### config.mk
export PLATFORM = sky130hd
export DESIGN_NAME = lfsr_decrypter
export DESIGN_NICKNAME = d
export VERILOG_FILES = /design/src/rtl/lfsr_decrypter.sv
export SDC_FILE = /design/constraint.sdc
export NUM_CORES = 1
export LEC_CHECK = 0
export CAP_MARGIN = 20
export CORE_AREA = 5 5 75 104
export CTS_CLUSTER_DIAMETER = 200
export CTS_CLUSTER_SIZE = 16
export DETAILED_ROUTE_END_ITERATION = 10
export DIE_AREA = 0 0 80 109
export GPL_TIMING_DRIVEN = 1
export PLACE_DENSITY = 0.84
export SLEW_MARGIN = 20
export SYNTH_ARGS = -nofsm -noshare
export SYNTH_HDL_FRONTEND = slang
export SYNTH_SLANG_ARGS = --single-unit
### constraint.sdc
create_clock -name clk -period 2.8 [get_ports clk]
set_input_delay 0.56 -clock clk [delete_from_list [all_inputs] [get_ports clk]]
set_output_delay 0.56 -clock clk [all_outputs]
set_load 0.005 [all_outputs]
### src/rtl/lfsr_decrypter.sv
// LFSR message decrypter: recovers seed and tap pattern from the space-filled
// preamble, then writes the plaintext (leading spaces stripped) to data memory.
module lfsr_decrypter #(
  parameter int         ENC_BASE = 64,
  parameter int         OUT_BASE = 0,
  parameter int         MSG_LEN  = 41,
  parameter logic [7:0] PAD      = 8'h20
) (
  input  logic       clk,
  input  logic       rst_n,
  input  logic       start,
  output logic [7:0] mem_addr,
  output logic       mem_we,
  output logic [7:0] mem_wdata,
  input  logic [7:0] mem_rdata,
  output logic       halt,
  output logic       err
);

  typedef enum logic [2:0] {
    S_IDLE,
    S_SEED,
    S_SEARCH,
    S_RESTART,
    S_SCAN,
    S_WRITE,
    S_FILL,
    S_DONE
  } state_t;

  // Sub-step inside a state: a read is PH_A (address out) then PH_D (data in);
  // WRITE cycles PH_W -> PH_A -> PH_D -> PH_W so a write never shares a read cycle.
  localparam logic [1:0] PH_A = 2'd0;
  localparam logic [1:0] PH_D = 2'd1;
  localparam logic [1:0] PH_W = 2'd2;

  localparam logic [7:0] ENC_A  = 8'(ENC_BASE);
  localparam logic [7:0] OUT_A  = 8'(OUT_BASE);
  localparam logic [7:0] LAST_J = 8'(MSG_LEN - 1);

  state_t     state, state_nx;
  logic [1:0] phase, phase_nx;
  logic [7:0] seed, seed_nx;
  logic [7:0] s, s_nx;
  logic [7:0] p, p_nx;
  logic [6:0] i, i_nx;
  logic [7:0] j, j_nx;
  logic [2:0] k, k_nx;
  logic [3:0] cnt, cnt_nx;
  logic       err_q, err_nx;
  logic [7:0] pv;
  logic [7:0] ptrn;

  function automatic logic [7:0] tap_of(input logic [2:0] idx);
    logic [7:0] t;
    case (idx)
      3'd0:    t = 8'he1;
      3'd1:    t = 8'hd4;
      3'd2:    t = 8'hc6;
      3'd3:    t = 8'hb8;
      3'd4:    t = 8'hb4;
      3'd5:    t = 8'hb2;
      3'd6:    t = 8'hfa;
      default: t = 8'hf3;
    endcase
    return t;
  endfunction

  function automatic logic [7:0] lfsr_step(input logic [7:0] st, input logic [7:0] tp);
    return {st[6:0], ^(st & tp)};
  endfunction

  always_ff @(posedge clk or negedge rst_n) begin
    if (!rst_n) begin
      state <= S_IDLE;
      phase <= PH_A;
      seed  <= 8'h00;
      s     <= 8'h00;
      p     <= 8'h00;
      i     <= 7'd0;
      j     <= 8'd0;
      k     <= 3'd0;
      cnt   <= 4'd0;
      err_q <= 1'b0;
    end else begin
      state <= state_nx;
      phase <= phase_nx;
      seed  <= seed_nx;
      s     <= s_nx;
      p     <= p_nx;
      i     <= i_nx;
      j     <= j_nx;
      k     <= k_nx;
      cnt   <= cnt_nx;
      err_q <= err_nx;
    end
  end

  // s always holds the keystream byte for the ciphertext byte being fetched.
  assign pv   = mem_rdata ^ s;
  assign ptrn = tap_of(k);

  always_comb begin
    state_nx  = state;
    phase_nx  = phase;
    seed_nx   = seed;
    s_nx      = s;
    p_nx      = p;
    i_nx      = i;
    j_nx      = j;
    k_nx      = k;
    cnt_nx    = cnt;
    err_nx    = err_q;
    mem_addr  = 8'h00;
    mem_we    = 1'b0;
    mem_wdata = 8'h00;

    case (state)
      S_IDLE: begin
        if (start) begin
          state_nx = S_SEED;
          phase_nx = PH_A;
          err_nx   = 1'b0;
        end
      end

      S_SEED: begin
        if (phase == PH_A) begin
          mem_addr = ENC_A;
          phase_nx = PH_D;
        end else begin
          seed_nx  = mem_rdata ^ PAD;
          s_nx     = lfsr_step(mem_rdata ^ PAD, tap_of(3'd0));
          k_nx     = 3'd0;
          cnt_nx   = 4'd1;
          phase_nx = PH_A;
          state_nx = S_SEARCH;
        end
      end

      S_SEARCH: begin
        if (phase == PH_A) begin
          mem_addr = ENC_A + {4'b0000, cnt};
          phase_nx = PH_D;
        end else begin
          phase_nx = PH_A;
          if (pv == PAD) begin
            if (cnt == 4'd8) begin
              state_nx = S_RESTART;
            end else begin
              cnt_nx = cnt + 4'd1;
              s_nx   = lfsr_step(s, ptrn);
            end
          end else if (k == 3'd7) begin
            err_nx   = 1'b1;
            state_nx = S_DONE;
          end else begin
            // Abandon this candidate and replay the preamble with the next tap.
            k_nx   = k + 3'd1;
            cnt_nx = 4'd1;
            s_nx   = lfsr_step(seed, tap_of(k + 3'd1));
          end
        end
      end

      S_RESTART: begin
        s_nx     = seed;
        i_nx     = 7'd0;
        j_nx     = 8'd0;
        phase_nx = PH_A;
        state_nx = S_SCAN;
      end

      S_SCAN: begin
        if (phase == PH_A) begin
          mem_addr = ENC_A + {1'b0, i};
          phase_nx = PH_D;
        end else if (pv == PAD) begin
          if (i < 7'd63) begin
            s_nx     = lfsr_step(s, ptrn);
            i_nx     = i + 7'd1;
            phase_nx = PH_A;
          end else begin
            j_nx     = 8'd0;
            phase_nx = PH_A;
            state_nx = S_FILL;
          end
        end else begin
          p_nx     = pv;
          phase_nx = PH_W;
          state_nx = S_WRITE;
        end
      end

      S_WRITE: begin
        if (phase == PH_W) begin
          mem_we    = 1'b1;
          mem_addr  = OUT_A + j;
          mem_wdata = p;
          j_nx      = j + 8'd1;
          s_nx      = lfsr_step(s, ptrn);
          i_nx      = i + 7'd1;
          phase_nx  = PH_A;
          if (j == LAST_J) begin
            state_nx = S_DONE;
          end else if (i == 7'd63) begin
            state_nx = S_FILL;
          end
        end else if (phase == PH_A) begin
          mem_addr = ENC_A + {1'b0, i};
          phase_nx = PH_D;
        end else begin
          p_nx     = pv;
          phase_nx = PH_W;
        end
      end

      S_FILL: begin
        mem_we    = 1'b1;
        mem_addr  = OUT_A + j;
        mem_wdata = PAD;
        j_nx      = j + 8'd1;
        if (j == LAST_J) begin
          state_nx = S_DONE;
        end
      end

      S_DONE: begin
        if (start) begin
          state_nx = S_SEED;
          phase_nx = PH_A;
          err_nx   = 1'b0;
        end
      end

      default: begin
        state_nx = S_IDLE;
        phase_nx = PH_A;
      end
    endcase
  end

  assign halt = (state == S_DONE);
  assign err  = err_q;

endmodule

After elaboration in Yosys (flattened, before gate mapping)
Index checks and enable logic that the tools add are counted.
{"block": "word_totals", "output_inout_bits": 19, "register_bits": 52, "elab_cells": 171}
{"block": "classes", "bitwise_logic": 5, "reduce_logical": 26, "add_sub_neg": 6, "order_cmp": 1, "eq_ne": 46, "mux": 77}
{"op": "8-bit 2-to-1 mux", "count": 25}
{"op": "7-bit one-hot mux with 7 select lines", "count": 2}
{"op": "8-bit one-hot mux with 5 select lines", "count": 2}
{"op": "3-bit 2-to-1 mux", "count": 17}
{"op": "7-bit 2-to-1 mux", "count": 5}
{"op": "3-bit equality test, second input constant", "count": 11}
{"op": "8-bit one-hot mux with 2 select lines", "count": 2}
{"op": "8-bit one-hot mux with 4 select lines", "count": 1}
{"op": "5-bit AND reduction", "count": 6}
{"op": "2-bit != test, second input constant", "count": 14}
{"op": "8-bit XOR reduction", "count": 3}
{"op": "3-bit one-hot mux with 7 select lines", "count": 1}
{"op": "7-bit one-hot mux with 3 select lines", "count": 1}
{"op": "4-bit 2-to-1 mux", "count": 5}
{"op": "3-bit by 2-bit equality test with 1-bit output, second input constant", "count": 6}
{"op": "3-bit != test, second input constant", "count": 6}
{"op": "8-bit AND", "count": 2}
{"op": "8-bit by 6-bit equality test with 1-bit output, second input constant", "count": 2}
{"op": "2-bit 2-to-1 mux", "count": 5}
{"op": "2-bit one-hot mux with 5 select lines", "count": 1}
{"op": "10-bit AND reduction", "count": 1}
{"op": "5-bit nonzero test", "count": 2}
{"op": "3-bit by 1-bit equality test with 1-bit output, second input constant", "count": 3}
{"op": "3-bit zero test", "count": 3}
{"op": "24 further kinds", "count": 35}

Depth between registers and ports, before layout
{"block": "depth", "word_depth": 13, "mapped_depth": 10}

Worst setup path before layout
OpenSTA, ideal clock, no wires.
{"block": "synth_timing", "path_type": "reg2reg", "start": "register k[0]", "end": "register s[0]", "path_slack_ns": 0.402, "stages_incl_launch_ff": 9, "arrival_time_ns": 2.316, "synth_period_minus_slack_ns": 2.398, "path_buffers": 1, "setup_ns": 0.082, "t_required_ns": 2.718, "cell_sequence": "dfrtp_1 -> ha_1 -> ha_1 -> clkbuf_1 -> o41ai_1 -> xnor3_1 -> xnor2_1 -> nand3_1 -> a31oi_1"}
{"block": "synth_via", "elab_chain_cells": 13}
{"element": "start, declared", "line_no": "48", "source": "logic [2:0] k, k_nx;"}
{"element": "start signal, assigned", "line_no": "93", "source": "k <= k_nx;"}
{"element": "3-bit by 1-bit adder with 3-bit output", "line_no": "161", "source": "s_nx = lfsr_step(seed, tap_of(k + 3'd1));"}
{"element": "3-bit equality test, or another cell as far along", "line_no": "56", "source": "case (idx)"}
{"element": "7-bit one-hot mux with 7 select lines", "line_no": "56"}
{"element": "8-bit 2-to-1 mux", "line_no": "154", "source": "end else if (k == 3'd7) begin"}
{"element": "8-bit 2-to-1 mux", "line_no": "147", "source": "if (pv == PAD) begin"}
{"element": "8-bit 2-to-1 mux", "line_no": "142", "source": "if (phase == PH_A) begin"}
{"element": "8-bit 2-to-1 mux", "line_no": "118", "source": "case (state)"}
{"element": "8-bit AND", "line_no": "70", "source": "return {st[6:0], ^(st & tp)};"}
{"element": "8-bit XOR reduction", "line_no": "70"}
{"element": "8-bit 2-to-1 mux", "line_no": "154"}
{"element": "8-bit 2-to-1 mux", "line_no": "147"}
{"element": "8-bit 2-to-1 mux", "line_no": "142"}
{"element": "8-bit one-hot mux with 5 select lines", "line_no": "118"}
{"element": "end signal, assigned", "line_no": "89", "source": "s <= s_nx;"}
{"element": "end, declared", "line_no": "44", "source": "logic [7:0] s, s_nx;"}
Parallel ways exist; a longest one is shown, timed or not. The select of a mux whose other input is x is not followed.
A chain may end at the register's enable or synchronous reset.

Final worst setup path
{"block": "layout_timing", "start": "register state[2]", "end": "output mem_addr[0]"}
{"block": "layout_via", "elab_chain_cells": 2}
{"element": "start, declared", "line_no": "41", "source": "state_t state, state_nx;"}
{"element": "start signal, assigned", "line_no": "86", "source": "state <= state_nx;"}
{"element": "3-bit equality test, or another cell as far along", "line_no": "118"}
{"element": "8-bit one-hot mux with 5 select lines (*)", "line_no": "118"}
{"element": "end, declared", "line_no": "12", "source": "output logic [7:0] mem_addr,"}
Every way passes the cells marked *; elsewhere a longest branch is shown, timed or not.

==> run_results.csv <==
group,metric,value,unit
timing,max_freq,0.369,GHz
timing,slew_violations,0,
die,core-area,6850,um^2
die,die_h,109,um
clock_network,root_buffer,"clkbuf_8",
worst_setup_path,cp.required,2.24,ns
synth,synthFlopType,"dfrtp_1",
drt,drtIter0Drc,432,
power,ir_drop,627,uV
power,leakagePower,1.98,nW
placed_design,io_buffers,29,
timing,fin_tns_setup,0,ns
synth,ys_seq_area_frac,0.335,
clock_network,post_cts_buffers,0,
worst_setup_path,cp-end-kind,"primary output",
drt,drt-wirelength-per-cell,18.5,um
synth,syn_area_per_cell,9.00,um^2
drt,dr.pass1.iters,6,
drt,drc,0,
global_routing,grt-ovfl-total,0,
die,io_pins,30,
finish,diodes,0,
synth,synthDistinctLibCells,71,
job,cap_violations,0,
clock_network,cts_tree,"built",
timing,skew,0.00988,ns
clock_network,cts_buffer_depth,2,
timing,fin_hold_ws,0.349,ns
clock_network,clk_transition_reported_paths,0.10,ns
placed_design,dp_hpwl,7840,um
global_routing,grt_pass1_vias,3435,
timing,rsz0062_at_grt,"false",
synth,ys_warn_count,0,
clock_network,cts_sinks,52,
worst_setup_path,cp.arrival,2.15,ns
die,die_area,8720,um^2
worst_setup_path,worst_path_max_delay_cell,"dfrtp_2",
synth,syn-cell-area,3880,um^2
synth,syn-instance-count,431,
drt,ant_nets,0,
finish,multi_input_area,2420,um^2
timing,worstMarginPinSlew,0.684,ns
synth,yosys_register_bits,52,
synth,synthTopCellsByArea,"dfrtp_1 (34%), nand2_1 (4.8%), mux2_2 (4.4%)",
hold_path,hold_path.class,"input port to asynchronous set/reset pin",
global_routing,grt_first_pass_wirelength,17300,um
drt,vias,3546,
synth,postSynth.asyncResetShare,1.00,
synth,syn_nets,453,
timing,period_needed,2.71,ns
finish,layout.nets,499,
worst_setup_path,crit_family,"buffers and inverters",
finish,fillers,543,
worst_setup_path,slowest_delay,0.47,ns
worst_setup_path,worst-path-buf-inv,2,
worst_setup_path,regToRegSetupSlack,0.24,ns
clock_network,clk_latency,0.32,ns
drt,wirelength,10600,um
die,die_x,80,um
drt,via_per_inst,6.19,
synth,yosysMostFrequentCell,"dfrtp_1",
global_routing,grt_util_all_layers,0.253,
global_routing,grt_max_degree,53,
die,initial_utilization,0.567,
finish,syn2layout_area_growth,18.4,%
synth,synth.top_cell.area_share,0.335,
placed_design,gp_congestion,0.949,
worst_setup_path,startpoint_type,"register",
power,cellPowerDensity,1130,nW/um^2
clock_network,numCtsBuffers,5,
die,rows,36,
clock_network,htree_levels,2,
global_routing,antenna_found_initial,0,
finish,drive_above_1_share,0.220,
worst_setup_path,crit_path_max_fanout,6,
finish,regArea,1300,um^2
synth,synthTopCellsByCount,"dfrtp_1 (52), nand2_1 (50), o21ai_0 (30), a21oi_1 (26), nor2_1 (26)",
synth,synth_edf_count,0,
synth,yosysTopAreaCell,"dfrtp_1",
timing,finalSetupViolCount,0,
timing,relSlewSlack,0.544,
timing,hold_viol,0,
timing,fin_crit_sh,0.967,
outcome,outcome,"completed",
worst_setup_path,path_cells,"nand2_2 > nor2_1 > or2_4 > a222oi_1 > inv_1 > clkdlybuf4s50_1",
power,power,5.19,mW
worst_setup_path,worstSetupPathType,"register to primary output",
cell usage in the layout (no fill, tap or decap), types with 3 or more instances in the layout:
master / instances
a222oi_1: 4
a21oi_1: 26
xor2_1: 18
nand2b_1: 6
clkbuf_8: 7
mux2_2: 15
and3_1: 6
and3_4: 6
o22ai_1: 3
buf_4: 34
mux2i_1: 5
xnor2_1: 9
nor3_1: 5
nor2b_1: 6
nand3_1: 12
nand4_1: 4
ha_1: 9
a22o_1: 4
nor2_2: 3
o21ai_0: 30
and2_1: 11
dfrtp_1: 50
nand2_1: 48
o21ai_1: 12
nor2_1: 24
mux2_4: 7
clkdlybuf4s50_1: 27
a31oi_1: 6
inv_1: 19
or3_1: 3
where the power goes:
| group | internal (mW) | switching (mW) | total, mW |
|---|---|---|---|
| combinational | 1.52 | 1.65 | 3.18 |
| clock | 0.316 | 0.266 | 0.582 |
| sequential | 1.04 | 0.391 | 1.43 |
| total | 2.88 | 2.31 | 5.19 |
kinds of logic (layout without fill, tap and decap cells):
logic type                 Yosys count  in the layout  synth area share
and+or+nand+nor                    158            158             0.227
AOI/OAI and AO/OA                  109            109             0.190
DFF                                 52             52             0.335
buffers and inverters               44             91            0.0526
xor gates and xnor gates            30             30            0.0768
muxes                               27             27            0.0835
adders and majority gates           11             11            0.0355
repair_timing:
item	4_1_cts	5_1_grt
pin swaps	0	2
hold buffers	0	0
resized for setup	3	14
setup endpoints to repair	5	9
layer usage:
layer | track usage | vias to the layer above | wire length, um
met5 | 0 | - | 0
met4 | 0.117 | 0 | 437
met3 | 0.0314 | 39 | 618
met2 | 0.441 | 185 | 5450
met1 | 0.309 | 1711 | 4070
li1 | - | 1611 | -
registers in the layout (all words and copies together) (netlist names):
name	flops
cnt	4
err	1
i	7
j	8
k	3
p	8
phase	2
s	8
seed	8
state	3
worst paths after layout:
kind                            startpoint          end  cells after the start
worst max-delay path              state[2]  mem_addr[0]                      6
worst min-delay path                 rst_n       cnt[2]                      2
worst max register to register        k[0]         s[0]                      7
worst min register to register        p[1]         p[1]                      1
max in group asynchronous            rst_n     state[2]                      2
min in group clk                      p[1]         p[1]                      1
per-stage QoR:
stage / cells / utilization / area (um^2) / setup WS [ns]
finish: 573 / 0.671 / 4590 / 0.0917
global route: 573 / 0.671 / 4590 / 0.00183
CTS: 573 / 0.664 / 4550 / 0.00228
detailed placement: 565 / 0.645 / 4410 / -0.0466
global placement: 565 / 0.645 / 4410 / 0.0493
floorplan: 431 / - / 3880 / 0.402
worst register-to-register path, stage by stage, from the launching register on:
cell and delay [ns]:
dfrtp_1 0.50, ha_1 0.32, ha_2 0.38, o41ai_2 0.40, xnor3_1 0.40, xnor2_1 0.19
nand3_1 0.11, a31oi_1 0.19
cell type report:
class	count	share of cell area
Clock inverter	1	0.00654
Inverter	19	0.0155
Multi-Input combinational cell	335	0.527
Timing Repair Buffer	64	0.121
Tap cell	95	0.0259
Sequential cell	52	0.284
Clock buffer	7	0.0210
(Power assumes the default switching activity.)
